[config.mk]
export PLATFORM = sky130hd
export DESIGN_NAME = branch_predictor_ctrl
export DESIGN_NICKNAME = d
export VERILOG_FILES = /design/src/rtl/branch_predictor_ctrl.sv
export SDC_FILE = /design/constraint.sdc
export NUM_CORES = 1
export LEC_CHECK = 0
export CAP_MARGIN = 20
export CORE_ASPECT_RATIO = 0.75
export CORE_MARGIN = 3
export CORE_UTILIZATION = 50
export CTS_CLUSTER_DIAMETER = 40
export CTS_CLUSTER_SIZE = 25
export DETAILED_ROUTE_END_ITERATION = 8
export DONT_BUFFER_PORTS = 1
export PLACE_DENSITY = 0.75
export SYNTH_ARGS = -nofsm -noshare
export SYNTH_HDL_FRONTEND = slang
export SYNTH_SLANG_ARGS = --single-unit
export TNS_END_PERCENT = 100
[constraint.sdc]
create_clock -name clk -period 6.69 [get_ports clk]
set_input_delay 1.0035 -clock clk [delete_from_list [all_inputs] [get_ports clk]]
set_output_delay 1.0035 -clock clk [all_outputs]
set_load 0.02 [all_outputs]
[src/rtl/branch_predictor_ctrl.sv]
// Two-bit saturating-counter branch predictor with a decode->execute shadow of
// each prediction, mispredict detection, a post-reset table sweep and perf counters.
module branch_predictor_ctrl #(
  parameter int         INDEX_BITS = 6,
  parameter logic [1:0] CNT_INIT   = 2'b01,
  parameter int         PERF_W     = 16
) (
  input  logic              clk,
  input  logic              rst,
  input  logic [31:0]       PCD,
  input  logic              BranchD,
  output logic              PredictTakenD,
  input  logic              FlushE,
  input  logic              TakenE,
  output logic              MispredictE,
  output logic              RedirectTakenE,
  output logic              FlushReq,
  output logic              Ready,
  output logic [PERF_W-1:0] BranchCount,
  output logic [PERF_W-1:0] MissCount
);

  localparam int DEPTH = 1 << INDEX_BITS;

  typedef enum logic {S_INIT, S_RUN} state_t;

  state_t                  state_q;
  logic [INDEX_BITS-1:0]   ptr_q;
  logic                    ready_q;
  logic                    valid_q;
  logic                    pred_q;
  logic [INDEX_BITS-1:0]   idx_q;
  logic [PERF_W-1:0]       bc_q, bc_d;
  logic [PERF_W-1:0]       mc_q, mc_d;

  logic [1:0]              cnt_tbl_q [DEPTH];
  logic [INDEX_BITS-1:0]   idx_d;
  logic [1:0]              cnt_e;
  logic [1:0]              cnt_upd_d;
  logic                    tbl_we;
  logic [INDEX_BITS-1:0]   tbl_waddr;
  logic [1:0]              tbl_wdata;
  logic                    pcd_unused;

  assign idx_d      = PCD[INDEX_BITS+1:2];
  assign pcd_unused = ^{PCD[31:INDEX_BITS+2], PCD[1:0]};

  // Lookup sees the pre-update counter; a same-index update lands at the edge.
  assign PredictTakenD  = (state_q == S_RUN) & BranchD & cnt_tbl_q[idx_d][1];
  assign MispredictE    = valid_q & (pred_q ^ TakenE);
  assign RedirectTakenE = MispredictE & TakenE;
  assign FlushReq       = MispredictE;
  assign Ready          = ready_q;
  assign BranchCount    = bc_q;
  assign MissCount      = mc_q;

  assign cnt_e = cnt_tbl_q[idx_q];

  always_comb begin
    cnt_upd_d = cnt_e;
    if (TakenE) begin
      if (cnt_e != 2'b11) cnt_upd_d = cnt_e + 2'b01;
    end else begin
      if (cnt_e != 2'b00) cnt_upd_d = cnt_e - 2'b01;
    end
  end

  always_comb begin
    bc_d = bc_q;
    mc_d = mc_q;
    if (bc_q != '1) bc_d = bc_q + 1'b1;
    if (MispredictE && (mc_q != '1)) mc_d = mc_q + 1'b1;
  end

  // One write port shared by the init sweep and the execute-stage training update.
  always_comb begin
    tbl_we    = 1'b0;
    tbl_waddr = ptr_q;
    tbl_wdata = CNT_INIT;
    if (state_q == S_INIT) begin
      tbl_we = 1'b1;
    end else if (valid_q) begin
      tbl_we    = 1'b1;
      tbl_waddr = idx_q;
      tbl_wdata = cnt_upd_d;
    end
  end

  always_ff @(posedge clk) begin
    if (tbl_we) cnt_tbl_q[tbl_waddr] <= tbl_wdata;
  end

  always_ff @(posedge clk or negedge rst) begin
    if (!rst) begin
      state_q <= S_INIT;
      ptr_q   <= '0;
      ready_q <= 1'b0;
      valid_q <= 1'b0;
      pred_q  <= 1'b0;
      idx_q   <= '0;
      bc_q    <= '0;
      mc_q    <= '0;
    end else begin
      case (state_q)
        S_INIT: begin
          ptr_q   <= ptr_q + 1'b1;
          valid_q <= 1'b0;
          if (ptr_q == '1) begin
            state_q <= S_RUN;
            ready_q <= 1'b1;
          end
        end
        S_RUN: begin
          // A flush kills only the incoming capture; the resolving branch still counts.
          if (FlushE) begin
            valid_q <= 1'b0;
          end else begin
            valid_q <= BranchD;
            pred_q  <= PredictTakenD;
            idx_q   <= idx_d;
          end
          if (valid_q) begin
            bc_q <= bc_d;
            mc_q <= mc_d;
          end
        end
        default: state_q <= S_INIT;
      endcase
    end
  end

endmodule

**Yosys cells after proc, flatten, opt, wreduce, memory -nomap -nowiden**

Memory sizes are Yosys's and may differ from the RTL's.
Cells that the tools add are included.

- Bits in registers: 48
- Bits in latches: 0
- RAM bits: 128
- ROM bits: 0
- Bits of input ports: 37
- Output and inout port bits: 37
- Word-level logic and storage cells: 46
- Memories kept: 1

- Add/subtract/negate cells: 5
- Multipliers: 0
- Div/mod/pow operators: 0
- $lt $le $gt $ge: 0
- Equality and inequality tests: 4
- Shifts and indexed selects: 0
- Multiplexer cells: 15
- Bitwise gates (word level): 7
- Reductions and logical operators: 6

Memory list:

| name | words | bits a word | rd ports | clocked after memory_dff | write ports | RTL line | source |
|---|---|---|---|---|---|---|---|
| cnt_tbl_q | 64 | 2 | 2 | 0 | 1 | 36 | `logic [1:0] cnt_tbl_q [DEPTH];` |

Operators by type and width:

| operator | number |
|---|---|
| $add 16x1->16 const B | 2 |
| $ne 16x16->1 const B | 2 |
| $mux 6 | 2 |
| $mux 2 | 5 |
| $mux 1 | 7 |
| $add 6x1->6 const B | 1 |
| $eq 6x6->1 const B | 1 |
| $reduce_and 3->1 | 2 |
| $and 1x1->1 | 4 |
| $reduce_and 2->1 | 2 |
| $add 2x1->2 const B | 1 |
| $ne 2x2->1 const B | 1 |
| $not 1->1 | 2 |
| $pmux 1 s2 | 1 |
| $reduce_bool 2->1 | 1 |
| $sub 2x1->2 const B | 1 |
| $logic_and 1x1->1 | 1 |
| $xor 1x1->1 | 1 |

**Longest topological paths before layout**

Gate-level depths: netlist of run 1.
An unclocked memory read counts as a cell.

- Depth in word-level cells: 6
- Mapped depth: 8
- Depth with buffers taken out: 6

**Worst setup path before layout of run 1**

No wires, ideal clock.

- Path kind: register to register
- From: register idx_q[0]
- To: memory cnt_tbl_q[0][0], data pin
- Setup time: 548 ps
- Arrival: 3650 ps
- Data required time: 6142 ps
- Path slack: 2492 ps
- Stages on the path, launching flop included: 9
- Buffers on the path: 2
- Clock period less this slack: 4198 ps
- Cell sequence: dfrtp_1 -> buf_6 -> buf_6 -> mux4_2 -> a22oi_1 -> o21ai_0 -> o31ai_1 -> o21ai_0 -> a21oi_1

- Cells in the longest elaborated chain, start to end: 6
- Elaborated cells on any way between the ends: 10
- Those cells by class: add/sub (2); eq/ne (1); mux (5); reduce/logical (1); memory (1)

RTL lines:

| what | RTL line | source |
|---|---|---|
| start, declared | 32 | `logic [INDEX_BITS-1:0] idx_q;` |
| start signal, assigned | 120 | `idx_q <= idx_d;` |
| $mem_v2 64x2 * | -- |  |
| $sub 2x1->2, or another cell as far along | 64 | `if (cnt_e != 2'b00) cnt_upd_d = cnt_e - 2'b01;` |
| $mux 2, on equally long branches | 64, 62 |  |
| $mux 2 * | 61 | `if (TakenE) begin` |
| $mux 2 * | 82 | `end else if (valid_q) begin` |
| $mux 2 * | 80 | `if (state_q == S_INIT) begin` |
| named net tbl_wdata[0] | 42 | `logic [1:0] tbl_wdata;` |
| end, declared | 36 |  |

The timed path passes the listed nets; every way through them passes the cells marked *.

**Final worst setup path of run 1**

- From: register idx_q[0]
- To: memory cnt_tbl_q[26][0], data pin

Same word-level chain as after synthesis.

==> metrics.md, run 1 <==
| Metric | Value |
|---|---|
| Status | `finished clean` |
| Setup tns final | `0 ns` |
| Total Power | `2.14 mW` |
| FF-to-FF path depth | `8` |
| Cts hold-fix bufs | `0` |
| Via/cell ratio | `6.43` |
| Mux contribution to synthesized area | `16.8%` |
| Multi-input gate area | `0.00293 mm2` |
| Clk Latency, worst-skew pair | `0.43 ns` |
| Area grow syn2layout | `9.18%` |
| H-tree lvl count | `4` |
| Crit-path max cell delay | `0.80 ns` |
| Synth warn | `0` |
| Fin cells | `755` |
| Slew @ Worst Pin | `0.923 ns` |
| RSZ-0062 raised after global routing | `false` |
| Max Clk Rate | `229 MHz` |
| Post-synth EDFFs | `128` |
| CTS sink cnt | `176` |
| Post-CTS Repair Setup Buffers | `0` |
| Core Box Area | `0.0156 mm2` |
| Routed via count | `4857` |
| Netlist cell types | `46` |
| Register area | `0.00505 mm2` |
| LEAKAGE | `2.74 nW` |
| Area share of fa/ha/maj cells after synthesis | `0.461%` |
| Global placer's final weighted congestion | `0.890` |
| CP Cell Sequence | `buf_4 > mux4_2 > mux2i_1 > o21ai_0 > o31ai_1 > o21ai_0 > a21oi_4 > buf_4` |
| Final core occ | `57.1%` |
| FF+latch count, synth | `176` |
| Drt total wl | `17.9 mm` |
| Initial antenna violation count | `0` |
| Die width | `153 um` |
| Die ar. | `0.0179 mm2` |
| Vias in the first global route | `4723` |
| Hold Vio Cnt, Final | `0` |
| DRC errors left | `0` |
| Slew headroom | `38.4%` |
| Max_cap viols | `0` |
| CP top delay family | `compound AO/OA/AOI/OAI gates` |
| Critical path's slowest cell | `dfrtp_2` |
| Synth Area in XOR/XNOR | `3.88%` |
| CTS max path bufs | `2` |
| Die height | `116 um` |
| Initial Util | `52.3%` |
| Min Tclk post-route | `4.37 ns` |
| Row count | `39` |
| Max Slew Vio Count | `0` |
| Global route total overflow | `0` |
| Max FO, Critical Path | `37` |
| Asr flop ratio synth | `27.3%` |
| Clk Tree Root Cell | `clkbuf_16` |
| Setup slack at placement | `2.36 ns` |
| Launch point of the worst reg-to-reg path | `idx_q[0]` |
| Final period utilization | `65.3%` |
| Hold Path Class | `primary input to asynchronous set/reset pin` |
| Share of cells above drive strength 1 | `16.0%` |
| Largest family of logic cells by synthesized area | `multiplexers` |
| Initial drt markers | `470` |
| Crit end category | `register` |
| CTS clock-pin slew for the worst setup and hold paths | `0.06 ns` |
| Post-detail-place hpwl | `11.8 mm` |
| Post-synthesis net count | `581` |
| Filler cells | `1161` |
| Worst ir drop on vdd | `143 uV` |
| CP startpoint kind | `register` |
| Final setup vio count | `0` |
| Average wire per standard cell | `23.7 um` |
| TritonCTS Buffers | `17` |
| Antenna-violating nets left | `0` |
| FF-to-FF setup slack | `2.32 ns` |
| PortBufs | `0` |
| Seq/Total Area, Yosys | `62.0%` |
| Kind of critical path | `register to register` |
| # IOs | `74` |
| Syn Std Cell Area | `0.00814 mm2` |
| Syn Area/Cell | `15.0 um2` |
| TritonCTS clock tree | `yes` |
| Cts repair resizes | `0` |
| First-pass GRT wire length | `28.0 mm` |
| Nets | `579` |
| Placed cells | `724` |
| Req. time, crit path | `6.91 ns` |
| # diodes | `0` |
| PwrDens | `241 mW/mm2` |
| CP Data Arrival Time | `4.59 ns` |
| RR Endpoint | `cnt_tbl_q[26][0]` |
| Final Worst Setup Slack | `2.32 ns` |
| Clock Skew | `0.00909 ns` |
| Compound-Gate Fraction of Synth Area | `3.54%` |
| GRT Total Usage | `21.1%` |
| Gate Count Post-Synth | `541` |
| Pin count of the biggest net entering global routing | `49` |
| Main synth FF type | `edfxtp_1` |
| CP Buf/Inv Count | `2` |
| 1st-pass router iterations | `5` |
| Simple-Gate Fraction of Synth Area | `11.2%` |
layer usage:
layer,up-vias,track usage [%],share of wire (%)
li1,2083,-,-
met1,2500,29.5,41
met2,258,32.9,47
met3,16,6.74,11
met4,0,5.10,0.92
met5,-,0,0
registers in the layout, summed over array words and instances (netlist names):
name,count
pred_q,1
valid_q,1
cnt_tbl_q,128
idx_q,6
Ready,1
state_q,1
BranchCount,16
MissCount,16
ptr_q,6
placed cells by master (no fill, tap or decap), types with 3 or more instances in the layout:
cell         n
edfxtp_1   128
nor2_1      73
dfrtp_1     47
mux4_2      41
nand2_1     33
xnor2_1     26
nand3_1     20
clkbuf_16   17
mux4_1      11
o21ai_0     10
xor2_1      10
nand4_1      9
o22ai_1      9
mux2_2       9
and3_1       8
and4_1       8
nor2b_1      7
nand3b_1     7
inv_1        5
mux2i_1      5
and2_1       5
or3_1        5
a22oi_1      4
nor4_1       4
buf_4        4
o31ai_1      3
or3b_2       3
ha_1         3
bufinv_16    3
clkinv_1     3
worst reg2reg max path, cell delays in order (launching register included):
cell and delay [ns]:
dfrtp_2 0.80, buf_4 0.45, mux4_2 0.61, mux2i_1 0.17, o21ai_0 0.12, o31ai_1 0.53, o21ai_0 0.27, a21oi_4 0.78
buf_4 0.44
cell type report:
type | instances | area share [%]
clock buffer | 18 | 4.83
inverter | 5 | 0.211
clock inverter | 12 | 1.62
timing repair buffer | 5 | 0.648
tap | 205 | 2.89
multi-input combinational | 334 | 33.0
sequential | 176 | 56.8
how the worst max path moves through the flow:
stage	start	to	slack (ns)	depth (start not counted)
after floorplan	idx_q[0]	cnt_tbl_q[0][0]	2.49	8
after global placement	idx_q[0]	cnt_tbl_q[19][0]	2.52	8
after detailed placement	idx_q[0]	cnt_tbl_q[27][0]	2.36	8
after CTS	idx_q[0]	cnt_tbl_q[5][0]	2.29	8
after global routing	idx_q[0]	cnt_tbl_q[14][0]	1.89	8
final	idx_q[0]	cnt_tbl_q[26][0]	2.32	8
logic make-up after synthesis:
group	Yosys count
simple gates	187
flops	176
mux	66
compound gates	42
xor+xnor	36
buf+inv	31
fa+ha+maj	3
where the power goes:
| group | internal [mW] | switching, mW |
|---|---|---|
| sequential | 1.16 | 0 |
| clock | 0.579 | 0.397 |
| combinational | 0.00613 | 0.00140 |
| total | 1.74 | 0.398 |
cell usage after synthesis, types with 2 or more instances:
master	n	area share [%]
edfxtp_1	128	47
nor2_1	73	3.4
dfrtp_1	48	15
mux4_2	41	11
nand2_1	33	1.5
xnor2_1	26	2.8
nand3_1	20	1.2
clkbuf_1	12	0.55
mux4_1	11	3.6
o21ai_0	10	0.62
xor2_1	10	1.1
mux2_2	9	1.2
nand4_1	9	0.69
o22ai_1	9	0.69
and3_1	8	0.62
and4_1	8	0.86
nand3b_1	7	0.65
nor2b_1	7	0.54
and2_1	5	0.38
inv_1	5	0.23
mux2i_1	5	0.62
or3_1	5	0.38
a22oi_1	4	0.37
buf_1	4	0.18
buf_2	4	0.25
buf_6	4	0.55
nor4_1	4	0.31
a21oi_1	3	0.18
ha_1	3	0.46
o31ai_1	3	0.28
or3b_2	3	0.32
a21o_1	2	0.18
a31oi_1	2	0.15
nand2b_1	2	0.15
nor3_1	2	0.12
o21a_1	2	0.18
metrics by stage:
step,hold slack [ns],instance area [um2]
final,0.269,8880
after global routing,0.242,8880
after CTS,0.248,8850
after detailed placement,0.544,8280
after global placement,0.503,8280
after floorplan,0.478,8140
(Power assumes the default switching activity.)
==> run 2, diff against run 1 <==
Settings changed: PLACE_DENSITY 0.75 to 0.78.
Clock period 6.69 ns to 3.8 ns, I/O delays scaled along.
==> run 2 against run 1 <==
  * Hold slack lost 0.0088 ns
  * Count of clock-buffer cells in the layout grew 1
  * Critical path type unchanged
  * Global-route usage grew 0.61 points
  * Die area is the same
  * Flip-flop and latch count is the same
  * Core utilization grew 0.64 points
  * Fmax grew 30%
  * Sequential power grew 76%
  * Total power grew 78%
  * Setup slack lost 1.9 ns
  * Cell area grew 1.1%
  * Critical path depth is the same
==> metrics.md, run 2 (synthesis results as in run 1) <==
| Metric | Value |
|---|---|
| CP Data Arrival Time | `3.54 ns` |
| CTS sink cnt | `176` |
| # diodes | `0` |
| Crit end category | `register` |
| Filler cells | `1150` |
| Sw Share | `19.2%` |
| Net switching power | `734 uW` |
| Status | `finished clean` |
| Drt total wl | `18.4 mm` |
| Antenna-violating nets left | `0` |
| First-pass GRT wire length | `28.8 mm` |
| Clk Latency, worst-skew pair | `0.43 ns` |
| Placed Area | `0.00835 mm2` |
| Vias in the first global route | `4875` |
| Max Clk Rate | `299 MHz` |
| Min Tclk post-route | `3.35 ns` |
| Via/cell ratio | `6.40` |
| Initial drt markers | `578` |
| LEAKAGE | `2.79 nW` |
| Clock Skew | `0.00917 ns` |
| Initial antenna violation count | `0` |
| Final setup vio count | `0` |
| Global placer's final weighted congestion | `0.909` |
| GRT Total Usage | `21.7%` |
| Number of flip-flops in the largest register | `128` |
| Die ar. | `0.0179 mm2` |
| CP startpoint kind | `register` |
| Initial Util | `52.3%` |
| 1st-pass router iterations | `6` |
| Share of cells above drive strength 1 | `17.2%` |
| Most frequent cells in the layout | `edfxtp_1, nor2_1, dfrtp_1, mux4_2, nand2_1` |
| Req. time, crit path | `3.99 ns` |
| PwrDens | `426 mW/mm2` |
| CTS max path bufs | `2` |
| Die height | `116 um` |
| CTS clock-pin slew for the worst setup and hold paths | `0.06 ns` |
| Kind of critical path | `register to register` |
| DRC errors left | `0` |
| Post-CTS Repair Setup Buffers | `0` |
| Most common cell after layout, fill and taps aside | `edfxtp_1` |
| Hold Vio Cnt, Final | `0` |
| Slew @ Worst Pin | `0.828 ns` |
| Global route total overflow | `0` |
| TritonCTS clock tree | `yes` |
| Area grow syn2layout | `10.4%` |
| Slew headroom | `44.8%` |
| H-tree lvl count | `4` |
| Setup tns final | `0 ns` |
| Hold Path Class | `primary input to register` |
| Nets | `586` |
| Pin count of the biggest net entering global routing | `49` |
| Biggest register | `cnt_tbl_q` |
| Worst ir drop on vdd | `249 uV` |
| Internal Power | `3.09 mW` |
| # IOs | `74` |
| Final period utilization | `88.1%` |
| Max FO, Critical Path | `40` |
| Seq pwr share | `53.3%` |
| TritonCTS Buffers | `17` |
| Routed via count | `4891` |
| Max_cap viols | `0` |
| Post-route cell area | `0.00898 mm2` |
| Core Box Area | `0.0156 mm2` |
| Die width | `153 um` |
| Average wire per standard cell | `24.1 um` |
| Clk Tree Root Cell | `clkbuf_16` |
| Max Slew Vio Count | `0` |
| PortBufs | `0` |
| RSZ-0062 raised after global routing | `false` |
| Post-detail-place hpwl | `12.2 mm` |
| Row count | `39` |
| Combinational share of power | `0.7%` |
| Clock Power Share | `46.0%` |
run 2: what timing repair did:
action                                  in CTS  in global routing
hold buffers                                 2                  0
endpoints found under the hold margin       48                  0
endpoints found under the setup margin       0                  0
gates resized for setup                      0                  0
run 2: worst paths after layout:
check	end	cells past startpoint	from	slack (ns)
setup / recovery	cnt_tbl_q[36][0]	8	idx_q[0]	0.45
hold / removal	idx_q[2]	2	PCD[4]	0.26
setup reg to reg	cnt_tbl_q[36][0]	8	idx_q[0]	0.45
hold reg to reg	ptr_q[0]	1	ptr_q[0]	0.52
max in group asynchronous	idx_q[0]	2	rst	2.93
min in group asynchronous	BranchCount[10]	2	rst	0.64
run 2: power by group through the flow:
stage               clock, mW  combinational [mW]  sequential (mW)
floorplan                   0              0.0208             2.08
global placement            0              0.0127             2.08
detailed placement          0              0.0127             2.08
CTS                      1.78              0.0273             2.04
global route             1.86              0.0295             2.04
finish                   1.76              0.0266             2.04
run 2: metal layers:
| metal | global-route usage (%) | wire [um] |
|---|---|---|
| met2 | 34.9 | 8780 |
| met5 | 0 | 0 |
| met4 | 5.93 | 303 |
| met1 | 29.4 | 7460 |
| met3 | 6.70 | 1850 |
run 2: final cells by class:
| type | count | area (um2) | area share, % |
|---|---|---|---|
| tap | 205 | 256 | 2.86 |
| timing repair buffer | 12 | 138 | 1.53 |
| sequential | 176 | 5050 | 56.2 |
| clock inverter | 13 | 160 | 1.78 |
| clock buffer | 19 | 433 | 4.82 |
| inverter | 5 | 18.8 | 0.209 |
| multi-input combinational | 334 | 2930 | 32.6 |
run 2: worst max-delay path, stage by stage (launching register included):
cell and delay (ns):
dfrtp_2 0.64, buf_4 0.37, mux4_2 0.57, a22oi_1 0.20, o21ai_0 0.11, o31ai_1 0.41, o21ai_0 0.25, a21oi_4 0.17
buf_4 0.36
run 2: stage by stage:
step                      cells  utilization, %  hold slack, ns  setup slack (ns)  total power [mW]
after floorplan             541               -           0.274             0.388              2.10
after global placement      730            53.7           0.275             0.545              2.09
after detailed placement    730            53.7           0.275             0.472              2.09
after CTS                   764            57.7           0.246             0.442              3.85
after global routing        764            57.7           0.262             0.170              3.93
final                       764            57.7           0.261             0.451              3.82
